[src/rtl/mul_div_unit_if.sv]
// mul_div_unit_if: request/result bundle between the ID/EX stage and the multiply/divide unit.
interface mul_div_unit_if #(parameter int WIDTH = 16);
  logic             start;
  logic [1:0]       op;
  logic [WIDTH-1:0] in_a;
  logic [WIDTH-1:0] in_b;
  logic             flush;
  logic             busy;
  logic             stall;
  logic             done;
  logic [WIDTH-1:0] result;
  logic             dz;
  logic             ZF;
  logic             SF;
  modport master (output start, op, in_a, in_b, flush, input busy, stall, done, result, dz, ZF, SF);
  modport slave  (input start, op, in_a, in_b, flush, output busy, stall, done, result, dz, ZF, SF);
endinterface

[src/rtl/mul_div_unit.sv]
// mul_div_unit: iterative unsigned shift-add multiply / restoring divide with pipeline stall.
// Optional MULDIV_EARLY_EXIT_EN ends a multiply once the remaining multiplier bits are zero.
module mul_div_unit #(parameter int WIDTH = 16) (
  input logic            clk,
  input logic            rst_n,
  mul_div_unit_if.slave  bus
);
  localparam int CW = $clog2(WIDTH + 1);
  localparam logic [1:0] IDLE = 2'd0, RUN = 2'd1, DONE = 2'd2;
  logic [1:0]         state_q, state_d, op_q, op_d;
  logic [WIDTH-1:0]   m_q, m_d, result_q, result_d, quo, sel, fin;
  logic [2*WIDTH-1:0] acc_q, acc_d, prod, divs, step;
  logic [CW-1:0]      cnt_q, cnt_d;
  logic               dzp_q, dzp_d, dz_q, dz_d, accept, last, early;
  logic [WIDTH:0]     sum, rem;
  logic [WIDTH+1:0]   diff;
`ifdef MULDIV_EARLY_EXIT_EN
  logic [CW-1:0]      left;
  logic [WIDTH-1:0]   mask;
`endif
  // acc holds {product high, product low/multiplier} or {remainder, quotient/dividend}
  always_comb begin
    accept = bus.start && !bus.flush && state_q != RUN;
    sum = {1'b0, acc_q[2*WIDTH-1:WIDTH]} + (acc_q[0] ? {1'b0, m_q} : '0);
    prod = {sum, acc_q[WIDTH-1:1]};
    rem = {acc_q[2*WIDTH-1:WIDTH], acc_q[WIDTH-1]};
    diff = {1'b0, rem} - {2'b0, m_q};
    quo = {acc_q[WIDTH-2:0], ~diff[WIDTH+1]};
    divs = diff[WIDTH+1] ? {rem[WIDTH-1:0], quo} : {diff[WIDTH-1:0], quo};
`ifdef MULDIV_EARLY_EXIT_EN
    left = cnt_q - CW'(1);
    mask = (WIDTH'(1) << left) - WIDTH'(1);
    early = !op_q[1] && (prod[WIDTH-1:0] & mask) == '0;
    step = op_q[1] ? divs : (early ? prod >> left : prod);
`else
    early = 1'b0;
    step = op_q[1] ? divs : prod;
`endif
    last = cnt_q == CW'(1) || early;
    sel = op_q[0] ? step[2*WIDTH-1:WIDTH] : step[WIDTH-1:0];
    fin = dzp_q ? (op_q[0] ? acc_q[WIDTH-1:0] : '1) : sel;
    state_d = state_q;
    op_d = op_q;
    m_d = m_q;
    acc_d = acc_q;
    cnt_d = cnt_q;
    dzp_d = dzp_q;
    result_d = result_q;
    dz_d = dz_q;
    if (bus.flush) state_d = IDLE;
    else if (accept) begin
      state_d = RUN;
      op_d = bus.op;
      m_d = bus.op[1] ? bus.in_b : bus.in_a;
      acc_d = {{WIDTH{1'b0}}, bus.op[1] ? bus.in_a : bus.in_b};
      dzp_d = bus.op[1] && bus.in_b == '0;
      cnt_d = dzp_d ? CW'(1) : CW'(WIDTH);
    end else if (state_q == RUN) begin
      acc_d = step;
      cnt_d = cnt_q - CW'(1);
      if (last) begin
        state_d = DONE;
        result_d = fin;
        dz_d = dzp_q;
      end
    end else if (state_q == DONE) state_d = IDLE;
  end
  always_ff @(posedge clk or negedge rst_n) begin
    if (!rst_n) begin
      state_q <= IDLE;
      op_q <= '0;
      m_q <= '0;
      acc_q <= '0;
      cnt_q <= '0;
      dzp_q <= 1'b0;
      result_q <= '0;
      dz_q <= 1'b0;
    end else begin
      state_q <= state_d;
      op_q <= op_d;
      m_q <= m_d;
      acc_q <= acc_d;
      cnt_q <= cnt_d;
      dzp_q <= dzp_d;
      result_q <= result_d;
      dz_q <= dz_d;
    end
  end
  assign bus.busy = state_q == RUN;
  assign bus.stall = accept || bus.busy;
  assign bus.done = state_q == DONE && !bus.flush;
  assign bus.result = result_q;
  assign bus.dz = dz_q;
  assign bus.ZF = result_q == '0;
  assign bus.SF = result_q[WIDTH-1];
endmodule

[src/flat_wrapper.sv]
// flat-port wrapper written by rule: the top's interface ports become plain ports
module mul_div_unit_flat 
#(parameter int WIDTH = 16)
  (clk, rst_n, bus_start, bus_op, bus_in_a, bus_in_b, bus_flush, bus_busy, bus_stall, bus_done, bus_result, bus_dz, bus_ZF, bus_SF);
  mul_div_unit_if #(.WIDTH(WIDTH)) bus_i ();
  input logic clk;
  input logic rst_n;
  input wire logic [$bits(bus_i.start)-1:0] bus_start;
  input wire logic [$bits(bus_i.op)-1:0] bus_op;
  input wire logic [$bits(bus_i.in_a)-1:0] bus_in_a;
  input wire logic [$bits(bus_i.in_b)-1:0] bus_in_b;
  input wire logic [$bits(bus_i.flush)-1:0] bus_flush;
  output wire logic [$bits(bus_i.busy)-1:0] bus_busy;
  output wire logic [$bits(bus_i.stall)-1:0] bus_stall;
  output wire logic [$bits(bus_i.done)-1:0] bus_done;
  output wire logic [$bits(bus_i.result)-1:0] bus_result;
  output wire logic [$bits(bus_i.dz)-1:0] bus_dz;
  output wire logic [$bits(bus_i.ZF)-1:0] bus_ZF;
  output wire logic [$bits(bus_i.SF)-1:0] bus_SF;
  assign bus_i.start = bus_start;
  assign bus_i.op = bus_op;
  assign bus_i.in_a = bus_in_a;
  assign bus_i.in_b = bus_in_b;
  assign bus_i.flush = bus_flush;
  assign bus_busy = bus_i.busy;
  assign bus_stall = bus_i.stall;
  assign bus_done = bus_i.done;
  assign bus_result = bus_i.result;
  assign bus_dz = bus_i.dz;
  assign bus_ZF = bus_i.ZF;
  assign bus_SF = bus_i.SF;
  mul_div_unit #(.WIDTH(WIDTH)) u_core (.clk(clk), .rst_n(rst_n), .bus(bus_i));
endmodule
[config.mk]
export PLATFORM = sky130hd
export DESIGN_NAME = mul_div_unit_flat
export DESIGN_NICKNAME = d
export VERILOG_FILES = /design/src/rtl/mul_div_unit_if.sv /design/src/rtl/mul_div_unit.sv /design/src/flat_wrapper.sv
export SDC_FILE = /design/constraint.sdc
export NUM_CORES = 1
export LEC_CHECK = 0
export CAP_MARGIN = 5
export CORE_AREA = 8 8 115 117
export CTS_BUF_LIST = sky130_fd_sc_hd__clkbuf_16
export CTS_CLUSTER_SIZE = 28
export DETAILED_ROUTE_END_ITERATION = 10
export DIE_AREA = 0 0 123 125
export PLACE_DENSITY_LB_ADDON = 0.12
export SLEW_MARGIN = 10
export SYNTH_ARGS = -nofsm -noshare
export SYNTH_HDL_FRONTEND = slang
export SYNTH_SLANG_ARGS = --single-unit
[constraint.sdc]
create_clock -name clk -period 2.8 [get_ports clk]
set_input_delay 0.42 -clock clk [delete_from_list [all_inputs] [get_ports clk]]
set_output_delay 0.42 -clock clk [all_outputs]
set_load 0.005 [all_outputs]
Word level (Yosys, flattened, before mapping)

Index checks and enable logic that the tools add are counted.

Logic and storage cells: 51
Bits in registers: 75
Input port bits: 38

Reductions and logical operators: 14
$add $sub $neg: 3
Bitwise logic cells: 3
Equal/unequal tests: 5
Mux-type cells: 18

Operator list:

| operator                                                                | count |
|---|---|
| 32-bit two-way mux                                                      | 4 |
| 16-bit two-way mux                                                      | 6 |
| 16-bit zero test                                                        | 2 |
| 17-bit by 16-bit subtractor with 18-bit output                          | 1 |
| 16-bit by 17-bit adder with 17-bit output                               | 1 |
| 5-bit two-way mux                                                       | 3 |
| 2-bit two-way mux                                                       | 5 |
| 2-bit AND reduction                                                     | 3 |
| 5-bit by 1-bit == test with 1-bit output, second input constant         | 1 |
| 5-bit by 1-bit subtractor with 5-bit output, second input constant      | 1 |
| 1-bit logical AND                                                       | 4 |
| 4-bit inequality test, second input constant                            | 1 |
| 4-bit AND reduction                                                     | 1 |
| 4-bit nonzero test                                                      | 1 |
| 1-bit NOT                                                               | 3 |
| 2-bit by 1-bit == test with 1-bit output, second input constant         | 1 |
| 2-bit == test, second input constant                                    | 1 |
| 2-bit by 1-bit inequality test with 1-bit output, second input constant | 1 |
| 2-bit nonzero test                                                      | 1 |
| 1-bit zero test                                                         | 1 |
| 1-bit logical OR                                                        | 1 |

Logic depth before layout (Yosys ltp)

Depth in word-level cells: 6
Gate-level depth with buffers: 12
Depth with buffers taken out: 11

Worst setup path before layout

OpenSTA, ideal clock, no wires.

Kind: reg2reg
From: register u_core.acc_q[0]
To: register u_core.result_q[15], in the netlist u_core.bus.result[15]
Period minus slack after synthesis: 2.831 ns
Required time: 2.664 ns
Slack: -0.031 ns
Setup time: 0.136 ns
Path buffers: 1
Cell stages (with the launch flop): 13
Arrival: 2.695 ns
Cell sequence: dfrtp_1 -> clkbuf_1 -> and2_1 -> ha_1 -> fa_1 -> a211oi_1 -> o21ai_1 -> a31oi_1 -> o21ai_0 -> o311a_1 -> o21a_1 -> a21oi_1 -> o21ai_0

Cells in the longest elaborated chain, start to end: 5

Ends and longest elaborated chain:

| what                                      | RTL line           | text |
|---|---|---|
| from (decl)                               | mul_div_unit.sv:12 | `logic [2*WIDTH-1:0] acc_q, acc_d, prod, divs, step;` |
| from (signal assigned)                    | mul_div_unit.sv:73 | `acc_q <= '0;` |
| from (signal assigned)                    | mul_div_unit.sv:82 | `acc_q <= acc_d;` |
| 16-bit two-way mux                        | mul_div_unit.sv:24 | `sum = {1'b0, acc_q[2*WIDTH-1:WIDTH]} + (acc_q[0] ? {1'b0, m_q} : '0);` |
| 16-bit by 17-bit adder with 17-bit output | mul_div_unit.sv:24 |  |
| 32-bit two-way mux                        | mul_div_unit.sv:37 | `step = op_q[1] ? divs : prod;` |
| 16-bit two-way mux                        | mul_div_unit.sv:40 | `sel = op_q[0] ? step[2*WIDTH-1:WIDTH] : step[WIDTH-1:0];` |
| 16-bit two-way mux                        | mul_div_unit.sv:41 | `fin = dzp_q ? (op_q[0] ? acc_q[WIDTH-1:0] : '1) : sel;` |
| to (signal assigned)                      | mul_div_unit.sv:85 | `result_q <= result_d;` |
| to (decl)                                 | mul_div_unit.sv:11 | `logic [WIDTH-1:0] m_q, m_d, result_q, result_d, quo, sel, fin;` |

Every way passes these cells.
A chain may end at the register's enable or synchronous reset.

Worst setup path in the final report

From: register u_core.acc_q[0]
To: register u_core.result_q[7], in the netlist u_core.bus.result[7]

The elaborated chain is that of the path after synthesis.

==> impl_metrics.yaml <==
status:
  status: "finished, final reports clean"
drt:
  vias_per_cell: 6.15
  post-route-drc-count: 0
  detailroute.via_count: 6038
  detail-route-antenna-nets: 0
  wl_per_cell_um: 21.4
  drt-total-wl_um: 21000
  drt_iter0_drc: 673
  detailedRoute.firstPassIterationCount: 5
grt:
  grt_antenna_before_repair: 0
  grt_max_degree: 76
  wire_length_of_the_first_global_routing_pass_um: 32700
  via_count_of_the_first_global_routing_pass: 6020
  gr-total-overflow: 0
  grt_use_total_pct: 27.3
placement:
  placement.cell_area_sq_um: 7180
  port-buffer-count: 59
  hpwlAfterDp_um: 16200
  finalWeightedCongestion: 0.998
  placed_cells: 963
timing:
  layout_min_cycle_time_ns: 2.79
  tightest_slew_ns: 1.02
  final_period_util_pct: 99.7
  fin_worst_hold_slack_ns: 0.190
  rsz0062_at_grt: "yes"
  setup_viol_count_final: 0
  finalClockSkew_ns: 0.0128
  finalHoldViolations: 0
  worst_slew_margin_rel_pct: 31.8
  maxSlewViolCount: 0
  max_clock_freq_ghz: 0.358
logic_synthesis:
  synth_area_sq_um: 5950
  synth_nets: 787
  synthesis.instances: 713
  async_flop_share_pct: 100
  ys_warn_count: 0
  number_of_enable_flip_flop_cells_after_synthesis: 0
  synth_area_leader_cell: "dfrtp_1"
  flip_flop_and_latch_count_after_synthesis: 75
  fraction_of_synthesized_cell_area_taken_by_the_top_area_cell_type_pct: 31.5
  unique_cell_type_count_in_the_yosys_netlist: 71
  most_instantiated_flip_flop_cell_in_the_synthesis_netlist: "dfrtp_1"
  syn_area_per_cell_sq_um: 8.35
  most_common_library_cells_after_synthesis: "nand2_1, dfrtp_1, o21ai_0"
  yosysSeqAreaShare_pct: 31.5
  synth.top_cells.by_area: "dfrtp_1, mux2i_1, ha_1"
  count_leader_synth: "nand2_1"
worst_setup_path:
  setup.worst_path.start_class: "flip-flop"
  worst-path-max-fanout: 4
  critical_path.most_common_cell: "a211oi_2"
  critical-path-slowest-cell: "dfrtp_1"
  critical_path_required_ns: 3.02
  path_cells: "and2_4 > ha_4 > fa_2 > a211oi_4 > o21ai_2 > a211oi_2 > or2_1 > xor2_1 > nor2_1 > a211oi_2 > o21ai_1"
  arrival_ns: 3.01
  timing.critical_path.to_type: "flip-flop"
  timing.setup.critical_path_class: "flip-flop to flip-flop"
  critical-path-max-stage-delay_ns: 0.42
floorplanning:
  die_height_um: 125
  die_width_um: 123
  fp.coreArea_sq_um: 11600
  floorplan.initialDensity_pct: 51.3
  die_outline_area_sq_um: 15400
  num_io_pins: 60
  placement_rows: 40
clock_network:
  cts.htree.levels: 3
  cts_root_buf: "clkbuf_16"
  clock-sinks: 75
  numCtsBuffers: 9
  worst_skew_pair.late_latency_ns: 0.35
  cts_buffer_depth: 2
  clk_pin_slew_worst_paths_ns: 0.06
  tritoncts: "done"
  holdBufCountCts: 0
cells_and_area:
  fill_cells: 1018
  design_area_sq_um: 7680
  layout-area-overhead-vs-synth_pct: 28.9
  instances_no_fill: 982
  n_diodes: 0
  final_net_count: 904
  drive_above_1_share_pct: 18.6
  final_standard_cell_utilization_of_the_core_pct: 66.1
pwr:
  design_power_total_mw: 7.61
  leakagePower_nw: 3.44
  power_density_nw_per_um2: 992
  vdd_drop_max_v: 0.000540
job:
  max-cap-violations: 0
hold_path:
  hold_path_class: "input port to asynchronous set/reset pin"
==> cells by family (layout without fill, tap and decap cells) <==
group,after synthesis,after routing,synth area share [%]
AND/OR/NAND/NOR,232,232,18.7
AO/OA/AOI/OAI,221,221,23.4
flip-flops,75,75,31.5
buffers and inverters,67,189,4.62
multiplexers,60,60,10.8
adder cells (fa/ha/maj),36,36,7.82
XOR/XNOR,22,22,3.24
==> worst paths after layout <==
kind | startpoint | to | slack, ns | depth (start not counted)
min in group clk | u_core.bus.dz | u_core.bus.dz | 0.48 | 2
setup reg to reg | u_core.acc_q[0] | u_core.bus.result[7] | 0.009 | 11
hold / removal | rst_n | u_core.acc_q[24] | 0.19 | 1
max in group asynchronous | rst_n | u_core.op_q[1] | 1.85 | 1
setup / recovery | u_core.acc_q[0] | u_core.bus.result[7] | 0.009 | 11
hold reg to reg | u_core.bus.dz | u_core.bus.dz | 0.48 | 2
==> registers in the layout (all words and copies together) (netlist names) <==
signal	count
u_core.bus.dz	1
u_core.state_q	2
u_core.m_q	16
u_core.op_q	2
u_core.cnt_q	5
u_core.dzp_q	1
u_core.bus.result	16
u_core.acc_q	32
==> power by group <==
part           switching, mW  internal (mW)
registers              0.342           1.38
clock network          0.476          0.681
logic                   2.49           2.25
==> cell usage in the layout, fill, tap and decap left out, drive strengths merged, types with 9 or more instances in the layout <==
master          n
and2           19
a21oi          50
nor3           18
ha             34
clkbuf          9
nand2          92
inv            32
buf            87
dfrtp          75
nand3          18
mux2i          43
nor2           36
o21ai          84
a211oi         13
nand2b          9
nor4            9
mux2           17
xnor2          14
clkdlybuf4s50  57
==> worst max-delay path, delay by kind of cell, from the launching register on <==
family          cells  cell delay (ns)
compound gates      5             1.06
xor+xnor            1             0.17
fa+ha+maj           2             0.59
flops               1             0.42
simple gates        3             0.42
==> metal layers <==
metal  up-vias  part of all wire [%]  track usage, %
met3        42                   6.0            4.14
met1      2904                    43            35.8
met4         0                   3.0            11.0
li1       2839                     -               -
met5         -                     0               0
met2       253                    48            43.9
==> area by class of cell <==
| class | instances | area, sq um | share of cell area [%] |
|---|---|---|---|
| Inverter | 29 | 109 | 1.42 |
| Clock buffer | 9 | 225 | 2.93 |
| Timing Repair Buffer | 144 | 1220 | 15.9 |
| Multi-Input combinational cell | 571 | 4000 | 52.1 |
| Tap cell | 147 | 184 | 2.40 |
| Sequential cell | 75 | 1880 | 24.5 |
| Clock inverter | 7 | 61.3 | 0.799 |
==> what timing repair did <==
item                       in CTS  in global routing
gates resized for setup         9                 32
setup buffers                   1                  2
pin swaps                       1                 14
setup endpoints to repair       9                 19
==> through the flow <==
stage | TNS (ns) | setup slack (ns)
3_3_place_gp | -0.171 | -0.0829
3_5_place_dp | -0.437 | -0.168
4_1_cts | 0 | 0.0171
5_1_grt | -0.117 | -0.0511
2_1_floorplan | 0 | 0.0171
6_report | 0 | 0.00932
No activity file was read; power rests on OpenSTA's default activity.
